[config.mk]
export PLATFORM = sky130hd
export DESIGN_NAME = sort_stream_ctrl_flat
export DESIGN_NICKNAME = d
export VERILOG_FILES = /design/src/rtl/sort_stream_ctrl_pkg.sv /design/src/rtl/sort_stream_ctrl_if.sv /design/src/rtl/sort_result_buf.sv /design/src/rtl/sort_stream_ctrl.sv /design/src/flat_wrapper.sv
export SDC_FILE = /design/constraint.sdc
export NUM_CORES = 1
export LEC_CHECK = 0
export CORE_ASPECT_RATIO = 0.9
export CORE_MARGIN = 2
export CORE_UTILIZATION = 49
export DETAILED_ROUTE_END_ITERATION = 12
export GPL_TIMING_DRIVEN = 0
export PLACE_DENSITY = 0.79
export RECOVER_POWER = 25
export SLEW_MARGIN = 30
export SYNTH_ARGS = -nofsm -noshare
export SYNTH_HDL_FRONTEND = slang
export SYNTH_SLANG_ARGS = --single-unit
export TNS_END_PERCENT = 1
[constraint.sdc]
create_clock -name clk -period 2.3 [get_ports clk]
set_input_delay 0.46 -clock clk [delete_from_list [all_inputs] [get_ports clk]]
set_output_delay 0.46 -clock clk [all_outputs]
set_load 0.1 [all_outputs]
[src/rtl/sort_stream_ctrl_pkg.sv]
`default_nettype none
// ============================================================================
// sort_stream_ctrl_pkg : shared frame geometry and FSM encoding
// Revision: 1.0
// ============================================================================
package sort_stream_ctrl_pkg;

  localparam int FRAME_LEN = 8;
  localparam int DATA_W    = 8;
  localparam int IDX_W     = $clog2(FRAME_LEN);

  typedef enum logic [2:0] {
    CLEAR   = 3'd0,
    LOAD    = 3'd1,
    SORT    = 3'd2,
    CAPTURE = 3'd3,
    DRAIN   = 3'd4
  } state_t;

  typedef logic [FRAME_LEN-1:0][DATA_W-1:0] frame_t;

endpackage
`default_nettype wire

[src/rtl/sort_stream_ctrl_if.sv]
`default_nettype none
// ============================================================================
// sort_stream_ctrl_if : upstream, sorter and downstream signals of the block
// Revision: 1.0
// ============================================================================
interface sort_stream_ctrl_if;
  import sort_stream_ctrl_pkg::*;

  logic              in_valid;
  logic [DATA_W-1:0] in_data;
  logic              in_ready;

  logic [DATA_W-1:0] sort_in1, sort_in2, sort_in3, sort_in4;
  logic [DATA_W-1:0] sort_in5, sort_in6, sort_in7, sort_in8;
  logic              sort_ready;
  logic              sort_rst_n;
  logic [DATA_W-1:0] sort_out1, sort_out2, sort_out3, sort_out4;
  logic [DATA_W-1:0] sort_out5, sort_out6, sort_out7, sort_out8;
  logic              sort_done;

  logic              out_valid;
  logic [DATA_W-1:0] out_data;
  logic              out_last;
  logic              out_ready;
  logic              err_timeout;

  modport slave (
    input  in_valid, in_data,
    output in_ready,
    output sort_in1, sort_in2, sort_in3, sort_in4,
    output sort_in5, sort_in6, sort_in7, sort_in8,
    output sort_ready, sort_rst_n,
    input  sort_out1, sort_out2, sort_out3, sort_out4,
    input  sort_out5, sort_out6, sort_out7, sort_out8,
    input  sort_done,
    output out_valid, out_data, out_last,
    input  out_ready,
    output err_timeout
  );

  modport master (
    output in_valid, in_data,
    input  in_ready,
    input  sort_in1, sort_in2, sort_in3, sort_in4,
    input  sort_in5, sort_in6, sort_in7, sort_in8,
    input  sort_ready, sort_rst_n,
    output sort_out1, sort_out2, sort_out3, sort_out4,
    output sort_out5, sort_out6, sort_out7, sort_out8,
    output sort_done,
    input  out_valid, out_data, out_last,
    output out_ready,
    input  err_timeout
  );

endinterface
`default_nettype wire

[src/rtl/sort_result_buf.sv]
`default_nettype none
// ============================================================================
// sort_result_buf : 8-entry result buffer with in-order read pointer
// Revision: 1.0
// ============================================================================
module sort_result_buf
  import sort_stream_ctrl_pkg::*;
(
  input  logic              clk,
  input  logic              rst_n,
  input  logic              capture,
  input  frame_t            din,
  input  logic              advance,
  output logic [DATA_W-1:0] out_data,
  output logic              out_last
);

  frame_t           result;
  logic [IDX_W-1:0] rd_ptr;

  always_ff @(posedge clk or negedge rst_n) begin
    if (!rst_n) begin
      result <= '0;
      rd_ptr <= '0;
    end else if (capture) begin
      result <= din;
      rd_ptr <= '0;
    end else if (advance) begin
      rd_ptr <= rd_ptr + IDX_W'(1);
    end
  end

  assign out_data = result[rd_ptr];
  assign out_last = (rd_ptr == IDX_W'(FRAME_LEN - 1));

endmodule
`default_nettype wire

[src/rtl/sort_stream_ctrl.sv]
`default_nettype none
// ============================================================================
// sort_stream_ctrl : loads 8 bytes, runs an external sorter, streams results
// Revision: 1.0
// ============================================================================
module sort_stream_ctrl
  import sort_stream_ctrl_pkg::*;
#(
  parameter int TIMEOUT = 15
) (
  input  logic              clk,
  input  logic              rst_n,
  sort_stream_ctrl_if.slave bus
);

  localparam int CNT_W = $clog2(TIMEOUT + 1);

  state_t            state, state_nxt;
  logic [IDX_W-1:0]  idx;
  logic [CNT_W-1:0]  sort_cnt;
  frame_t            slots;
  frame_t            sorted;
  logic              sort_rst_q;
  logic              err_q;
  logic              in_fire;
  logic              out_fire;
  logic              timed_out;
  logic              buf_last;
  logic [DATA_W-1:0] buf_data;

  assign in_fire   = bus.in_valid && (state == LOAD);
  assign out_fire  = bus.out_ready && (state == DRAIN);
  // sort_done on the final allowed cycle still wins over the timeout
  assign timed_out = (state == SORT) && !bus.sort_done
                     && (sort_cnt == CNT_W'(TIMEOUT));

  always_ff @(posedge clk or negedge rst_n) begin
    if (!rst_n) state <= CLEAR;
    else        state <= state_nxt;
  end

  always_comb begin
    state_nxt = state;
    case (state)
      CLEAR:   state_nxt = LOAD;
      LOAD:    if (in_fire && (idx == IDX_W'(FRAME_LEN - 1))) state_nxt = SORT;
      SORT:    if (bus.sort_done) state_nxt = CAPTURE;
               else if (timed_out) state_nxt = CLEAR;
      CAPTURE: state_nxt = DRAIN;
      DRAIN:   if (out_fire && buf_last) state_nxt = CLEAR;
      default: state_nxt = CLEAR;
    endcase
  end

  always_ff @(posedge clk or negedge rst_n) begin
    if (!rst_n) begin
      idx        <= '0;
      slots      <= '0;
      sort_cnt   <= '0;
      sort_rst_q <= 1'b0;
      err_q      <= 1'b0;
    end else begin
      // sorter clear is low exactly while the FSM sits in CLEAR
      sort_rst_q <= (state_nxt != CLEAR);
      if (state == CLEAR) begin
        idx <= '0;
      end else if (in_fire) begin
        slots[idx] <= bus.in_data;
        idx        <= idx + IDX_W'(1);
      end
      if (state == SORT) sort_cnt <= sort_cnt + CNT_W'(1);
      else               sort_cnt <= '0;
      if (timed_out) err_q <= 1'b1;
    end
  end

  assign sorted = {bus.sort_out8, bus.sort_out7, bus.sort_out6, bus.sort_out5,
                   bus.sort_out4, bus.sort_out3, bus.sort_out2, bus.sort_out1};

  sort_result_buf u_result_buf (
    .clk      (clk),
    .rst_n    (rst_n),
    .capture  (state == CAPTURE),
    .din      (sorted),
    .advance  (out_fire),
    .out_data (buf_data),
    .out_last (buf_last)
  );

  assign bus.in_ready    = (state == LOAD);
  assign bus.sort_ready  = (state == SORT);
  assign bus.sort_rst_n  = sort_rst_q;
  assign bus.out_valid   = (state == DRAIN);
  assign bus.out_data    = (state == DRAIN) ? buf_data : '0;
  assign bus.out_last    = (state == DRAIN) && buf_last;
  assign bus.err_timeout = err_q;

  assign bus.sort_in1 = slots[0];
  assign bus.sort_in2 = slots[1];
  assign bus.sort_in3 = slots[2];
  assign bus.sort_in4 = slots[3];
  assign bus.sort_in5 = slots[4];
  assign bus.sort_in6 = slots[5];
  assign bus.sort_in7 = slots[6];
  assign bus.sort_in8 = slots[7];

endmodule
`default_nettype wire

[src/flat_wrapper.sv]
// flat-port wrapper written by rule: the top's interface ports become plain ports
module sort_stream_ctrl_flat import sort_stream_ctrl_pkg::*;
#(
  parameter int TIMEOUT = 15
)
  (clk, rst_n, bus_in_valid, bus_in_data, bus_in_ready, bus_sort_in1, bus_sort_in2, bus_sort_in3, bus_sort_in4, bus_sort_in5, bus_sort_in6, bus_sort_in7, bus_sort_in8, bus_sort_ready, bus_sort_rst_n, bus_sort_out1, bus_sort_out2, bus_sort_out3, bus_sort_out4, bus_sort_out5, bus_sort_out6, bus_sort_out7, bus_sort_out8, bus_sort_done, bus_out_valid, bus_out_data, bus_out_last, bus_out_ready, bus_err_timeout);
  sort_stream_ctrl_if bus_i ();
  input  logic clk;
  input  logic rst_n;
  input wire logic [$bits(bus_i.in_valid)-1:0] bus_in_valid;
  input wire logic [$bits(bus_i.in_data)-1:0] bus_in_data;
  output wire logic [$bits(bus_i.in_ready)-1:0] bus_in_ready;
  output wire logic [$bits(bus_i.sort_in1)-1:0] bus_sort_in1;
  output wire logic [$bits(bus_i.sort_in2)-1:0] bus_sort_in2;
  output wire logic [$bits(bus_i.sort_in3)-1:0] bus_sort_in3;
  output wire logic [$bits(bus_i.sort_in4)-1:0] bus_sort_in4;
  output wire logic [$bits(bus_i.sort_in5)-1:0] bus_sort_in5;
  output wire logic [$bits(bus_i.sort_in6)-1:0] bus_sort_in6;
  output wire logic [$bits(bus_i.sort_in7)-1:0] bus_sort_in7;
  output wire logic [$bits(bus_i.sort_in8)-1:0] bus_sort_in8;
  output wire logic [$bits(bus_i.sort_ready)-1:0] bus_sort_ready;
  output wire logic [$bits(bus_i.sort_rst_n)-1:0] bus_sort_rst_n;
  input wire logic [$bits(bus_i.sort_out1)-1:0] bus_sort_out1;
  input wire logic [$bits(bus_i.sort_out2)-1:0] bus_sort_out2;
  input wire logic [$bits(bus_i.sort_out3)-1:0] bus_sort_out3;
  input wire logic [$bits(bus_i.sort_out4)-1:0] bus_sort_out4;
  input wire logic [$bits(bus_i.sort_out5)-1:0] bus_sort_out5;
  input wire logic [$bits(bus_i.sort_out6)-1:0] bus_sort_out6;
  input wire logic [$bits(bus_i.sort_out7)-1:0] bus_sort_out7;
  input wire logic [$bits(bus_i.sort_out8)-1:0] bus_sort_out8;
  input wire logic [$bits(bus_i.sort_done)-1:0] bus_sort_done;
  output wire logic [$bits(bus_i.out_valid)-1:0] bus_out_valid;
  output wire logic [$bits(bus_i.out_data)-1:0] bus_out_data;
  output wire logic [$bits(bus_i.out_last)-1:0] bus_out_last;
  input wire logic [$bits(bus_i.out_ready)-1:0] bus_out_ready;
  output wire logic [$bits(bus_i.err_timeout)-1:0] bus_err_timeout;
  assign bus_i.in_valid = bus_in_valid;
  assign bus_i.in_data = bus_in_data;
  assign bus_in_ready = bus_i.in_ready;
  assign bus_sort_in1 = bus_i.sort_in1;
  assign bus_sort_in2 = bus_i.sort_in2;
  assign bus_sort_in3 = bus_i.sort_in3;
  assign bus_sort_in4 = bus_i.sort_in4;
  assign bus_sort_in5 = bus_i.sort_in5;
  assign bus_sort_in6 = bus_i.sort_in6;
  assign bus_sort_in7 = bus_i.sort_in7;
  assign bus_sort_in8 = bus_i.sort_in8;
  assign bus_sort_ready = bus_i.sort_ready;
  assign bus_sort_rst_n = bus_i.sort_rst_n;
  assign bus_i.sort_out1 = bus_sort_out1;
  assign bus_i.sort_out2 = bus_sort_out2;
  assign bus_i.sort_out3 = bus_sort_out3;
  assign bus_i.sort_out4 = bus_sort_out4;
  assign bus_i.sort_out5 = bus_sort_out5;
  assign bus_i.sort_out6 = bus_sort_out6;
  assign bus_i.sort_out7 = bus_sort_out7;
  assign bus_i.sort_out8 = bus_sort_out8;
  assign bus_i.sort_done = bus_sort_done;
  assign bus_out_valid = bus_i.out_valid;
  assign bus_out_data = bus_i.out_data;
  assign bus_out_last = bus_i.out_last;
  assign bus_i.out_ready = bus_out_ready;
  assign bus_err_timeout = bus_i.err_timeout;
  sort_stream_ctrl #(.TIMEOUT(TIMEOUT)) u_core (.clk(clk), .rst_n(rst_n), .bus(bus_i));
endmodule
# Word level (Yosys, flattened, before mapping)
# Index checks and enable logic that the tools add are counted.
# word_totals
ff_bits	143
input_bits	77
out_inout_bits	78
# classes
n_addsub	3
n_lt_le_gt_ge	3
n_eq_ne	7
mux	16
n_bitwise	1
reduce_logical	14
# op_table
operator	count
64-bit bitwise mux	1
8-bit binary-select mux with 3-bit select	1
8-bit demux with 3-bit select	1
3-bit two-way mux	8
8-bit two-way mux	3
3-bit one-hot mux with 5 select lines	1
3-bit equality test, second input constant	3
1-bit logical AND	8
3-bit by 4-bit < comparator with 1-bit output, second input constant	2
3-bit by 1-bit adder with 3-bit output, second input constant	2
3-bit by 2-bit equality test with 1-bit output, second input constant	2
4-bit by 1-bit adder with 4-bit output, second input constant	1
4-bit equality test, second input constant	1
4-bit two-way mux	1
2-bit nonzero test	2
3-bit by 1-bit equality test with 1-bit output, second input constant	1
3-bit by 1-bit greater-or-equal comparator with 1-bit output, second input constant	1
3-bit zero test	1
3-bit nonzero test	1
2-bit AND reduction	1
1-bit zero test	1
1-bit inverter	1

# Depth between registers and ports, before layout
# depth
depth_word	7
ltp_mapped	6

# By module
# From an unflattened synthesis, not the netlist that was laid out.
# unflattened
cells_unflattened	381
area_unflattened_um2	6150.9
# by_module_without_submodules
module	n_inst	cells_each	area_per_inst_um2	seq_area_each_um2
sort_stream_ctrl	1	206	3103.0	1901.8
sort_result_buf	1	175	3047.9	1676.6

# Worst setup path before layout
# Ideal clock, no wire load.
# synth_path
kind	reg-to-output
start	register u_core.state[1]
end	output bus_out_data[1]
arrival_time_ns	2.734
required_ns	1.840
setup_slack_ns	-0.894
path_stages_with_launch	5
path_cell_list	dfrtp_1 > buf_6 > nor3b_1 > clkbuf_1 > and3_1
# synth_between
elab_chain_cells	2
# synth_lines
element	line	text
start, declared	sort_stream_ctrl.sv:18	state_t state, state_nxt;
start signal, assigned	sort_stream_ctrl.sv:39	else state <= state_nxt;
3-bit equality test	-	
net bus_out_valid	flat_wrapper.sv:32	output wire logic [$bits(bus_i.out_valid)-1:0] bus_out_valid;
8-bit two-way mux	sort_stream_ctrl.sv:94	assign bus.out_data = (state == DRAIN) ? buf_data : '0;
end, declared	flat_wrapper.sv:33	output wire logic [$bits(bus_i.out_data)-1:0] bus_out_data;
# The timed path passes the listed nets, and every way through them passes these cells.

# Final worst setup path
# layout_path
start	register u_core.u_result_buf.rd_ptr[1]
end	output bus_out_data[5]
# layout_between
elab_chain_cells	3
# layout_lines
element	line	text
start, declared	sort_result_buf.sv:19	logic [IDX_W-1:0] rd_ptr;
start signal, assigned	sort_result_buf.sv:29	rd_ptr <= rd_ptr + IDX_W'(1);
8-bit binary-select mux with 3-bit select	sort_result_buf.sv:33	assign out_data = result[rd_ptr];
8-bit two-way mux (implied by the code)	sort_result_buf.sv:33	
8-bit two-way mux	sort_stream_ctrl.sv:94	
# Every way passes these cells. The select of a mux whose other input is x is not followed.

==> impl_metrics.yaml <==
placement:
  detailedPlacementHpwl_um: 10800
  numPortBuffers: 154
  dpl_cell_area_sq_um: 7970
  gpl.final_weighted_congestion: 0.860
sta:
  max_freq_mhz: 427
  worst_clock_skew_ns: 0.0114
  setup_slack_ns: -0.0445
  max_slew_violation_count: 0
  timing.final.crit_share_pct: 102
  maxSlewHeadroom_pct: 20.7
  worst_slew_pin_slew_ns: 1.19
  finalHoldViolCount: 0
  setup-violations-final: 7
  timing.final.crit_period_ns: 2.34
  rsz_0062_raised_after_global_routing: "true"
worst_setup_path:
  r2r_setup_slack_ns: 0.11
  start_kind: "register"
  type_of_destination_of_the_critical_path: "output port"
  worst_ep_arrival_time_ns: 1.88
  timing.rr.end: "u_core.bus.sort_in6[7]"
  worstPathRequired_ns: 1.84
  reg2regPathDepth: 5
  timing.setup.critical_path_class: "register to output port"
  critical_path.max_fanout: 10
  reg2reg_from: "u_core.state[1]"
hold_path:
  hold_path_class: "register to register"
  hold-path-endpoint: "u_core.sort_cnt[0]"
  worst_hold_startpoint: "u_core.sort_cnt[0]"
  worst_hold_depth: 1
clock_tree:
  clk_path_buf_depth: 2
  clock_tree.root_cell: "clkbuf_16"
  cts-htree-levels: 4
  clock_sinks: 143
  numCtsBuffers: 17
  tritoncts: "yes"
  worstSkewPairLatency_ns: 0.43
  clkTransAtPathRegs_ns: 0.06
drt:
  drt_iter0_markers: 178
  drc: 0
  vias: 4060
  detail-route-antenna-nets: 0
  drt_pre_antenna_iters: 4
  routed_via_density: 5.31
  finalWirelength_um: 15000
  routedWlPerCell_um: 19.6
final_layout:
  fin_area_sq_um: 8780
  area_growth_pct: 42.7
  fillerInstances: 856
  layout.nets: 674
  layout.cells.most_common_list: "141 x dfrtp_1, 112 x mux2_2, 75 x clkdlybuf4s50_1"
  insertedDiodeCount: 0
  post_route_cells_drive_above_1_share_pct: 35.9
  most_frequent_standard_cell_in_the_layout_excluding_fill_and_tap_cells: "dfrtp_1"
global_route:
  first_global_vias: 4287
  grtUsageTotal_pct: 23.3
  grt_max_degree: 53
  grt_pass1_wl_um: 23000
  grt_antenna_before_repair: 0
  grt_remaining_overflow: 0
floorplan:
  height_of_the_chip_um: 110
  initial_utilization_pct: 50.6
  die_outline_area_sq_um: 13500
  floorplan.core_area_sq_um: 12200
  die_w_um: 122
  io_pins: 155
  site_rows: 38
synth:
  synth-warning-count: 0
  netlist_area_sq_um: 6160
  net_count_after_synthesis: 494
  dominantRegCellSynth: "dfrtp_1"
  seq_area_frac_synth_pct: 58.1
  synthDistinctLibCells: 37
  post_synth_inst_count: 412
  synth_seq_cells: 143
  synth_enable_flop_cells: 0
  async_reset_ff_share_pct: 100
  syn_avg_cell_area_sq_um: 14.9
run_status:
  failed_checks: "setup timing"
  status: "finished with violations"
flow_run:
  maxCapViolCount: 0
how the worst max path moves through the flow:
stage | endpoint | from
after floorplan | bus_out_data[0] | u_core.u_result_buf.rd_ptr[1]
after global placement | u_core.u_result_buf.result[15] | rst_n
after detailed placement | bus_out_data[5] | u_core.u_result_buf.rd_ptr[1]
after CTS | bus_out_data[3] | u_core.u_result_buf.rd_ptr[1]
after global routing | bus_out_data[3] | u_core.u_result_buf.rd_ptr[1]
final | bus_out_data[5] | u_core.u_result_buf.rd_ptr[1]
cell families (layout without fill, tap and decap cells):
logic type / after synthesis / in the layout / share of synthesized area, %
flip-flops: 143 / 143 / 58.1
buffers and inverters: 27 / 219 / 2.17
XOR/XNOR: 2 / 2 / 0.285
adder cells (fa/ha/maj): 5 / 5 / 1.02
multiplexers: 161 / 161 / 29.8
AO/OA/AOI/OAI: 28 / 28 / 3.27
AND/OR/NAND/NOR: 46 / 46 / 5.37
repair_timing:
item | CTS | global route
setup buffers | 0 | 4
hold buffers | 1 | 0
gates resized for setup | 164 | 46
endpoints found under the setup margin | 91 | 27
endpoints found under the hold margin | 46 | 0
gates cloned | 0 | 0
pin swaps | 0 | 10
area by class of cell:
class / instances / area (sq um) / share of cell area, %
Clock buffer: 20 / 457 / 5.20
Clock inverter: 11 / 164 / 1.87
Inverter: 7 / 30.0 / 0.342
Timing Repair Buffer: 161 / 1640 / 18.7
Buffer: 20 / 168 / 1.91
Multi-Input combinational cell: 242 / 2540 / 28.9
Tap cell: 160 / 200 / 2.28
Sequential cell: 143 / 3580 / 40.8
registers in the layout (all words and copies together), names as in the netlist:
name                        flops
u_core.bus.sort_in1             8
u_core.bus.sort_in3             8
u_core.bus.sort_in2             8
u_core.bus.sort_in4             8
u_core.u_result_buf.rd_ptr      3
u_core.bus.sort_in8             8
u_core.bus.sort_in7             8
u_core.idx                      3
u_core.sort_cnt                 4
u_core.bus.sort_in6             8
u_core.state                    3
u_core.bus.err_timeout          1
u_core.bus.sort_rst_n           1
u_core.bus.sort_in5             8
u_core.u_result_buf.result     64
through the flow:
stage	setup WS (ns)	std cells	utilization [%]	hold WS (ns)	setup TNS (ns)
2_1_floorplan	-0.238	412	-	0.164	-1.44
3_3_place_gp	-4.70	726	65.0	0.444	-685.44
3_5_place_dp	-1.24	728	65.5	0.381	-15.05
4_1_cts	-0.220	760	70.6	0.469	-1.35
5_1_grt	-0.0905	764	72.2	0.480	-0.624
6_report	-0.0445	764	72.2	0.469	-0.172
synth_stat cells, types with 4 or more instances:
cell      number  area share [%]
mux2_4        16             3.9
ha_1           5             1.0
a22oi_1       17             2.1
nor2_1         6            0.37
nand2_1        6            0.37
buf_6          4            0.73
nand3_1        4            0.33
and3_1         8            0.81
dfrtp_1      143              58
mux2_2       112              20
and2_1         4            0.41
clkbuf_1       4            0.24
inv_1          7            0.43
mux2i_1       33             5.4
buf_1         10            0.61
critical path: stages, from the launching register on:
cell	delay [ns]
dfrtp_1	0.39
buf_6	0.15
buf_8	0.16
mux2i_1	0.12
a22oi_1	0.21
and3_2	0.25
buf_12	0.18
routing by layer:
layer  wire length [um]  vias to the layer above  GRT usage (%)
met5                  0                        -              0
met4                297                        0           8.78
met3                724                       17           6.07
met2               7420                       94           37.1
met1               6510                     2085           30.8
li1                   -                     1864              -
Power is not shown: default switching activity piles up to over one toggle a cycle in this logic, so the estimate is an artifact.
